File: src/rtl/bcd2bin_seq_pkg.sv
// ---------------------------------------------------------------------------
// bcd2bin_seq_pkg
//   Shared definitions for the sequential BCD-to-binary converter family:
//   FSM state encoding, the largest legal BCD digit, recommended output
//   widths per digit count and a helper that computes the minimum lossless
//   output width for a given number of digits.
// ---------------------------------------------------------------------------
package bcd2bin_seq_pkg;

    typedef enum logic [1:0] {
        ST_IDLE = 2'd0,
        ST_CONV = 2'd1,
        ST_DONE = 2'd2
    } state_t;

    localparam logic [3:0] BCD_MAX = 4'd9;

    // Minimum output widths that hold 10^DIGITS - 1 without wrapping.
    localparam int unsigned BIN_W_D1 = 4;
    localparam int unsigned BIN_W_D2 = 7;
    localparam int unsigned BIN_W_D3 = 10;
    localparam int unsigned BIN_W_D4 = 14;
    localparam int unsigned BIN_W_D8 = 27;

    // Bits needed to represent 10^digits - 1 (valid for digits <= 18).
    function automatic int unsigned bin_w_min(input int unsigned digits);
        longint unsigned top;
        int unsigned     bits;
        top  = 64'd1;
        bits = 0;
        for (int unsigned i = 0; i < digits; i++) begin
            top = top * 64'd10;
        end
        top = top - 64'd1;
        while (top != 64'd0) begin
            top  = top >> 1;
            bits = bits + 1;
        end
        return bits;
    endfunction

endpackage

File: src/rtl/bcd2bin_seq_if.sv
// ---------------------------------------------------------------------------
// bcd2bin_seq_if
//   Handshake bundle between a BCD source, the converter and a binary
//   consumer.
//   Signals:
//     in_valid   source -> converter   bcd_in holds a word to convert
//     in_ready   converter -> source   converter can accept a word
//     bcd_in     source -> converter   packed BCD, digit 0 in bits [3:0]
//     out_valid  converter -> sink     bin_out/err are valid
//     out_ready  sink -> converter     sink accepts the result
//     bin_out    converter -> sink     binary result
//     err        converter -> sink     some nibble of the word was > 9
//   Modports:
//     master  the side that supplies words and consumes results
//     slave   the converter itself
// ---------------------------------------------------------------------------
interface bcd2bin_seq_if #(
    parameter int unsigned DIGITS = 4,
    parameter int unsigned BIN_W  = 14
);

    logic                  in_valid;
    logic                  in_ready;
    logic [4*DIGITS-1:0]   bcd_in;
    logic                  out_valid;
    logic                  out_ready;
    logic [BIN_W-1:0]      bin_out;
    logic                  err;

    modport master (
        output in_valid,
        output bcd_in,
        output out_ready,
        input  in_ready,
        input  out_valid,
        input  bin_out,
        input  err
    );

    modport slave (
        input  in_valid,
        input  bcd_in,
        input  out_ready,
        output in_ready,
        output out_valid,
        output bin_out,
        output err
    );

endinterface

File: src/rtl/bcd2bin_seq_step.sv
// ---------------------------------------------------------------------------
// bcd_digit_step
//   One Horner step of BCD-to-binary conversion: acc_next = acc*10 + d,
//   truncated to BIN_W bits. The multiply by ten is built from two shifts
//   and an add. Nibbles above 9 are used at their raw value and flagged.
//   Purely combinational so it can be chained for an unrolled converter.
//   Ports:
//     acc       running binary value
//     d         next BCD nibble (most significant remaining digit)
//     acc_next  acc*10 + d modulo 2^BIN_W
//     bad       d is not a legal BCD digit
// ---------------------------------------------------------------------------
module bcd_digit_step
    import bcd2bin_seq_pkg::*;
#(
    parameter int unsigned BIN_W = 14
) (
    input  logic [BIN_W-1:0] acc,
    input  logic [3:0]       d,
    output logic [BIN_W-1:0] acc_next,
    output logic             bad
);

    logic [BIN_W-1:0] acc_x8;
    logic [BIN_W-1:0] acc_x2;
    logic [BIN_W-1:0] digit_ext;

    always_comb begin
        acc_x8    = acc << 3;
        acc_x2    = acc << 1;
        digit_ext = BIN_W'(d);
        acc_next  = acc_x8 + acc_x2 + digit_ext;
        bad       = (d > BCD_MAX);
    end

endmodule

File: src/rtl/bcd2bin_seq.sv
// ---------------------------------------------------------------------------
// bcd2bin_seq
//   Sequential packed-BCD to unsigned binary converter. A DIGITS-digit word
//   is converted one digit per clock, most significant digit first, using
//   acc = acc*10 + digit. A word is accepted in IDLE, converted over DIGITS
//   CONV cycles and presented in DONE until the consumer takes it. err is
//   set if any nibble of the accepted word exceeded 9; the raw nibble value
//   still enters the arithmetic.
//   Parameters:
//     DIGITS  number of packed BCD digits (>= 1)
//     BIN_W   output width; narrower than the lossless width wraps
//     CNT_W   digit counter width, 2^CNT_W > DIGITS
//   Ports:
//     clk    rising-edge clock
//     rst_n  asynchronous active-low reset
//     bus    handshake bundle (slave side): in_valid/in_ready/bcd_in,
//            out_valid/out_ready/bin_out/err
// ---------------------------------------------------------------------------
module bcd2bin_seq
    import bcd2bin_seq_pkg::*;
#(
    parameter int unsigned DIGITS = 4,
    parameter int unsigned BIN_W  = BIN_W_D4,
    parameter int unsigned CNT_W  = 3
) (
    input  logic          clk,
    input  logic          rst_n,
    bcd2bin_seq_if.slave  bus
);

    localparam int unsigned IN_W = 4 * DIGITS;

    state_t             state_q;
    state_t             state_d;

    logic [IN_W-1:0]    shreg_q;
    logic [BIN_W-1:0]   acc_q;
    logic               err_q;
    logic [CNT_W-1:0]   cnt_q;

    logic               in_ready_c;
    logic               out_valid_c;
    logic               accept;

    logic [3:0]         digit;
    logic [BIN_W-1:0]   acc_next;
    logic               digit_bad;

    // The shift register moves left, so the next digit is always on top.
    assign digit = shreg_q[IN_W-1 -: 4];

    bcd_digit_step #(
        .BIN_W (BIN_W)
    ) u_step (
        .acc      (acc_q),
        .d        (digit),
        .acc_next (acc_next),
        .bad      (digit_bad)
    );

    // -----------------------------------------------------------------------
    // FSM state register
    // -----------------------------------------------------------------------
    always_ff @(posedge clk or negedge rst_n) begin
        if (!rst_n) begin
            state_q <= ST_IDLE;
        end else begin
            state_q <= state_d;
        end
    end

    // -----------------------------------------------------------------------
    // FSM next-state and handshake outputs
    // -----------------------------------------------------------------------
    always_comb begin
        state_d     = state_q;
        in_ready_c  = 1'b0;
        out_valid_c = 1'b0;
        unique case (state_q)
            ST_IDLE: begin
                in_ready_c = 1'b1;
                if (bus.in_valid) begin
                    state_d = ST_CONV;
                end
            end
            ST_CONV: begin
                // cnt_q == 1 means the digit being consumed now is the last.
                if (cnt_q == CNT_W'(1)) begin
                    state_d = ST_DONE;
                end
            end
            ST_DONE: begin
                out_valid_c = 1'b1;
                if (bus.out_ready) begin
                    state_d = ST_IDLE;
                end
            end
            default: begin
                state_d = ST_IDLE;
            end
        endcase
    end

    assign accept = (state_q == ST_IDLE) && bus.in_valid;

    // -----------------------------------------------------------------------
    // Datapath: shift register, accumulator, sticky error, digit counter.
    // acc/err are left untouched outside CONV so the last result stays on
    // bin_out until the next word is accepted.
    // -----------------------------------------------------------------------
    always_ff @(posedge clk or negedge rst_n) begin
        if (!rst_n) begin
            shreg_q <= '0;
            acc_q   <= '0;
            err_q   <= 1'b0;
            cnt_q   <= '0;
        end else if (accept) begin
            shreg_q <= bus.bcd_in;
            acc_q   <= '0;
            err_q   <= 1'b0;
            cnt_q   <= CNT_W'(DIGITS);
        end else if (state_q == ST_CONV) begin
            shreg_q <= shreg_q << 4;
            acc_q   <= acc_next;
            err_q   <= err_q | digit_bad;
            cnt_q   <= cnt_q - CNT_W'(1);
        end
    end

    assign bus.in_ready  = in_ready_c;
    assign bus.out_valid = out_valid_c;
    assign bus.bin_out   = acc_q;
    assign bus.err       = err_q;

endmodule

File: src/flat_wrapper.sv
// flat-port wrapper written by rule: the top's interface ports become plain ports
module bcd2bin_seq_flat import bcd2bin_seq_pkg::*;
#(
    parameter int unsigned DIGITS = 4,
    parameter int unsigned BIN_W  = BIN_W_D4,
    parameter int unsigned CNT_W  = 3
)
  (clk, rst_n, bus_in_valid, bus_bcd_in, bus_out_ready, bus_in_ready, bus_out_valid, bus_bin_out, bus_err);
  bcd2bin_seq_if #(.DIGITS(DIGITS), .BIN_W(BIN_W)) bus_i ();
  input  logic clk;
  input  logic rst_n;
  input wire logic [$bits(bus_i.in_valid)-1:0] bus_in_valid;
  input wire logic [$bits(bus_i.bcd_in)-1:0] bus_bcd_in;
  input wire logic [$bits(bus_i.out_ready)-1:0] bus_out_ready;
  output wire logic [$bits(bus_i.in_ready)-1:0] bus_in_ready;
  output wire logic [$bits(bus_i.out_valid)-1:0] bus_out_valid;
  output wire logic [$bits(bus_i.bin_out)-1:0] bus_bin_out;
  output wire logic [$bits(bus_i.err)-1:0] bus_err;
  assign bus_i.in_valid = bus_in_valid;
  assign bus_i.bcd_in = bus_bcd_in;
  assign bus_i.out_ready = bus_out_ready;
  assign bus_in_ready = bus_i.in_ready;
  assign bus_out_valid = bus_i.out_valid;
  assign bus_bin_out = bus_i.bin_out;
  assign bus_err = bus_i.err;
  bcd2bin_seq #(.DIGITS(DIGITS), .BIN_W(BIN_W), .CNT_W(CNT_W)) u_core (.clk(clk), .rst_n(rst_n), .bus(bus_i));
endmodule
File: config.mk
export PLATFORM = sky130hd
export DESIGN_NAME = bcd2bin_seq_flat
export DESIGN_NICKNAME = d
export VERILOG_FILES = /design/src/rtl/bcd2bin_seq_pkg.sv /design/src/rtl/bcd2bin_seq_if.sv /design/src/rtl/bcd2bin_seq_step.sv /design/src/rtl/bcd2bin_seq.sv /design/src/flat_wrapper.sv
export SDC_FILE = /design/constraint.sdc
export NUM_CORES = 1
export LEC_CHECK = 0
export ABC_AREA = 0
export BUFFER_PORTS_ARGS = -buffer_cell sky130_fd_sc_hd__buf_4
export CORE_MARGIN = 4
export CORE_UTILIZATION = 50
export CTS_CLUSTER_DIAMETER = 50
export DETAILED_ROUTE_END_ITERATION = 16
export PLACE_DENSITY = 0.69
export SLEW_MARGIN = 20
export SYNTH_ARGS = -nofsm -noshare
export SYNTH_HDL_FRONTEND = slang
export SYNTH_SLANG_ARGS = --single-unit
File: constraint.sdc
create_clock -name clk -period 3.9 [get_ports clk]
set_input_delay 0.78 -clock clk [delete_from_list [all_inputs] [get_ports clk]]
set_output_delay 0.78 -clock clk [all_outputs]
set_load 0.005 [all_outputs]
==> summary.log <==
INFO  floorplanning  fp.coreArea=0.00414mm^2
INFO  global_routing use_met1=26.3%
INFO  floorplanning  chipWidth=74.5um
INFO  cells_and_area antennaDiodeCount=0
INFO  worst_setup_path crit_required=4070ps
INFO  placement      gp_routability_congestion=0.823
INFO  cells_and_area multi_input_area=0.00118mm^2
INFO  power_and_ir_drop power_frac_clock=10.8%
INFO  timing         final_min_period_over_clock_period=71.0%
INFO  placement      place.detailed.hpwl=3350um
INFO  power_and_ir_drop leakage=1.27nW
INFO  detailed_routing route.vias.total=1,724
INFO  power_and_ir_drop p_seq_share=27.1%
INFO  worst_setup_path worstSetupPathType=reg -> reg
INFO  clock_tree     path_clk_slew=70ps
INFO  timing         setup_viol_count_final=0
INFO  power_and_ir_drop sw_frac_of_total=45.2%
INFO  clock_tree     cts_hold_buf=0
INFO  detailed_routing via_per_inst=5.51
INFO  status         outcome=complete, no violations
INFO  detailed_routing route.detailed.drc=0
INFO  cells_and_area area_delta_synth_final=15.5%
INFO  timing         max_slew_margin=36.8%
INFO  worst_setup_path cp_max_fo=3
INFO  power_and_ir_drop cell_internal_pwr=1.40mW
INFO  global_routing global_route_wire_length_before_repair=7900um
INFO  detailed_routing route.final.wire_length=4590um
INFO  logic_synthesis ys.flop_type=sky130_fd_sc_hd__dfrtp_1
INFO  floorplanning  dieArea=0.00555mm^2
INFO  floorplanning  floorplan.io_pins=37
INFO  timing         worst_pin_slew=944ps
INFO  detailed_routing detailedRoute.firstIterationViolations=82
INFO  cells_and_area n_fill_cell=377
INFO  global_routing gr-total-overflow=0
INFO  worst_setup_path timing.critical_path.to_type=flip-flop
INFO  timing         rsz0062_at_grt=no
INFO  timing         drv_slew=0
INFO  power_and_ir_drop cellPowerDensity=1000mW/mm^2
INFO  worst_setup_path arrival_time_of_the_worst_setup_path=2940ps
INFO  clock_tree     clock_latency_late_sink=290ps
INFO  hold_path      holdCritPathClass=in -> async
INFO  floorplanning  die_h=74.5um
INFO  logic_synthesis syn_area=0.00221mm^2
INFO  clock_tree     numCtsBuffers=5
INFO  global_routing groute.usage.overall=18.9%
INFO  placement      numPlacedInstances=305
INFO  power_and_ir_drop post-layout-total-power=2.56mW
INFO  cells_and_area regArea=901um^2
INFO  power_and_ir_drop share_of_total_power_in_combinational_logic=62.1%
INFO  global_routing grt_busiest_layer=met2
INFO  timing         fin_worst_hold_slack=431ps
INFO  clock_tree     clkSinkCount=36
INFO  detailed_routing drt-wirelength-per-cell=14.7um
INFO  logic_synthesis synth.yosys.warnings=0
INFO  logic_synthesis syn-instance-count=232
INFO  logic_synthesis synth.ff_latch_count=36
INFO  clock_tree     cts_repair_resize_count=0
INFO  detailed_routing ant_nets=0
INFO  timing         timing.final.hold_violations=0
INFO  placement      buffer_ports.inserted=36
INFO  timing         totalNegativeSetupSlack=0ps
INFO  global_routing grt_pass1_vias=1,670
INFO  floorplanning  number_of_placement_rows=23
INFO  logic_synthesis postSynth.asyncResetShare=100%
INFO  detailed_routing first_pass_iters=4
INFO  power_and_ir_drop max-vdd-ir-drop=468uV
INFO  cells_and_area finalCoreUtilization=61.6%
INFO  timing         final.setup_skew=4.85ps
INFO  global_routing met3_usage=5.14%
INFO  global_routing groute.layer.met2.usage=29.2%
INFO  logic_synthesis synthDistinctLibCells=42
INFO  floorplanning  starting_utilization_of_the_core_area=53.4%
INFO  power_and_ir_drop power.switching=1.16mW
INFO  logic_synthesis synthesis.area_per_instance=9.53um^2
INFO  timing         post-route-min-period=2770ps
INFO  timing         max_clock_freq=0.361GHz
INFO  clock_tree     cts.root.buffer_cell=sky130_fd_sc_hd__clkbuf_8
INFO  logic_synthesis synthesis.nets=278
INFO  clock_tree     cts_max_path_buffers=2
INFO  cells_and_area finish.net_count=308
INFO  clock_tree     postCtsSetupRepairBufs=0
INFO  clock_tree     depth_of_the_cts_h_tree=2
INFO  flow_run       cap_violations=0
INFO  cells_and_area final_layout_size_suffix_gt1_share=19.4%
INFO  clock_tree     tritoncts=yes
INFO  cells_and_area instances_no_fill=313
INFO  global_routing grt_max_degree=37
INFO  global_routing antenna_found_initial=0
INFO  worst_setup_path type_of_element_launching_the_critical_path=flip-flop
INFO  logic_synthesis synth_edf_count=0
INFO  logic_synthesis synth-seq-area-share=40.7%
-- Yosys cell counts, types with 2 or more instances --
library cell / number / area share [%]
sky130_fd_sc_hd__inv_1: 11 / 1.9
sky130_fd_sc_hd__dfrtp_1: 36 / 41
sky130_fd_sc_hd__nand3_1: 9 / 2.0
sky130_fd_sc_hd__and3_1: 2 / 0.57
sky130_fd_sc_hd__a21oi_1: 9 / 2.0
sky130_fd_sc_hd__nor3_1: 2 / 0.45
sky130_fd_sc_hd__a31oi_1: 3 / 0.85
sky130_fd_sc_hd__buf_6: 3 / 1.5
sky130_fd_sc_hd__xnor2_1: 6 / 2.4
sky130_fd_sc_hd__a221o_1: 2 / 0.91
sky130_fd_sc_hd__nand2b_1: 2 / 0.57
sky130_fd_sc_hd__nand2_1: 42 / 7.1
sky130_fd_sc_hd__nor2b_1: 4 / 1.1
sky130_fd_sc_hd__nor2_1: 5 / 0.85
sky130_fd_sc_hd__xor2_1: 3 / 1.2
sky130_fd_sc_hd__a21oi_4: 2 / 1.5
sky130_fd_sc_hd__a22oi_1: 11 / 3.7
sky130_fd_sc_hd__ha_1: 24 / 14
sky130_fd_sc_hd__o31ai_1: 2 / 0.68
sky130_fd_sc_hd__nand4_1: 2 / 0.57
sky130_fd_sc_hd__o21ai_0: 23 / 5.2
sky130_fd_sc_hd__fa_1: 2 / 1.8
sky130_fd_sc_hd__clkbuf_1: 8 / 1.4
-- final cells by class --
cell class,instances,share of cell area (%)
multi-input combinational,171,46.1
clock buffer,7,3.38
inverter,11,1.62
timing repair buffer,37,10.9
clock inverter,1,0.294
sequential,36,35.3
tap,50,2.45
-- path summary, 6_finish.rpt --
check	endpoint	slack [ps]	start	cells after the start
min	u_core.bus.bin_out[8]$_DFFE_PN0P_	430	rst_n	1
max	u_core.bus.bin_out[13]$_DFFE_PN0P_	1130	u_core.bus.bin_out[0]$_DFFE_PN0P_	9
max in group asynchronous	u_core.bus.bin_out[10]$_DFFE_PN0P_	3140	rst_n	1
min in group clk	u_core.shreg_q[10]$_DFFE_PN0P_	490	u_core.shreg_q[10]$_DFFE_PN0P_	2
min reg2reg	u_core.shreg_q[10]$_DFFE_PN0P_	490	u_core.shreg_q[10]$_DFFE_PN0P_	2
max reg2reg	u_core.bus.bin_out[13]$_DFFE_PN0P_	1130	u_core.bus.bin_out[0]$_DFFE_PN0P_	9
-- cell families (layout without fill, tap and decap cells) --
family	count (synthesis)	in the layout	synth area share [%]
flops	36	36	40.7
fa+ha+maj	26	26	15.4
simple gates	73	73	15.0
compound gates	63	63	19.2
xor+xnor	9	9	3.57
buf+inv	25	56	6.11
-- per-layer routing --
metal  share of wire, %  up-vias
li1                   -      878
met1                 50      816
met2                 45       24
met3                3.8        6
met4                1.3        0
met5                  0        -
-- per-stage QoR --
step | setup WS, ps | area [um^2]
6_report | 1130 | 2550
5_1_grt | 1010 | 2550
2_1_floorplan | 1250 | 2210
4_1_cts | 1120 | 2550
3_5_place_dp | 1120 | 2460
3_3_place_gp | 1220 | 2460
-- layout by cell type, fill, tap and decap left out, types with 6 or more instances in the layout --
cell type                   n
sky130_fd_sc_hd__dfrtp_1   36
sky130_fd_sc_hd__xnor2_1    6
sky130_fd_sc_hd__o21ai_0   23
sky130_fd_sc_hd__clkbuf_8   6
sky130_fd_sc_hd__a21oi_1    9
sky130_fd_sc_hd__inv_1     11
sky130_fd_sc_hd__nand3_1    9
sky130_fd_sc_hd__a22oi_1   11
sky130_fd_sc_hd__ha_1      24
sky130_fd_sc_hd__buf_4     37
sky130_fd_sc_hd__nand2_1   42
-- power groups by stage --
stage | registers (mW) | clock network [mW] | logic, mW
after global placement | 0.693 | 0 | 1.56
after floorplan | 0.670 | 0 | 1.28
after CTS | 0.692 | 0.282 | 1.61
final | 0.692 | 0.277 | 1.59
after detailed placement | 0.698 | 0 | 1.60
after global routing | 0.719 | 0.306 | 1.83
-- registers in the layout, summed over array words and instances, names as in the netlist --
register / cells
u_core.shreg_q: 16
u_core.bus.bin_out: 14
u_core.cnt_q: 3
u_core.state_q: 2
u_core.bus.err: 1
-- worst max-delay path, stage by stage (launching register included) --
cell and delay, ps:
sky130_fd_sc_hd__dfrtp_1 370, sky130_fd_sc_hd__inv_1 80, sky130_fd_sc_hd__fa_1 600, sky130_fd_sc_hd__inv_1 60, sky130_fd_sc_hd__ha_1 310, sky130_fd_sc_hd__a211o_1 300, sky130_fd_sc_hd__a21oi_4 170, sky130_fd_sc_hd__o21ai_2 90
sky130_fd_sc_hd__a311o_1 350, sky130_fd_sc_hd__a221o_1 310
(Power assumes the default switching activity.)
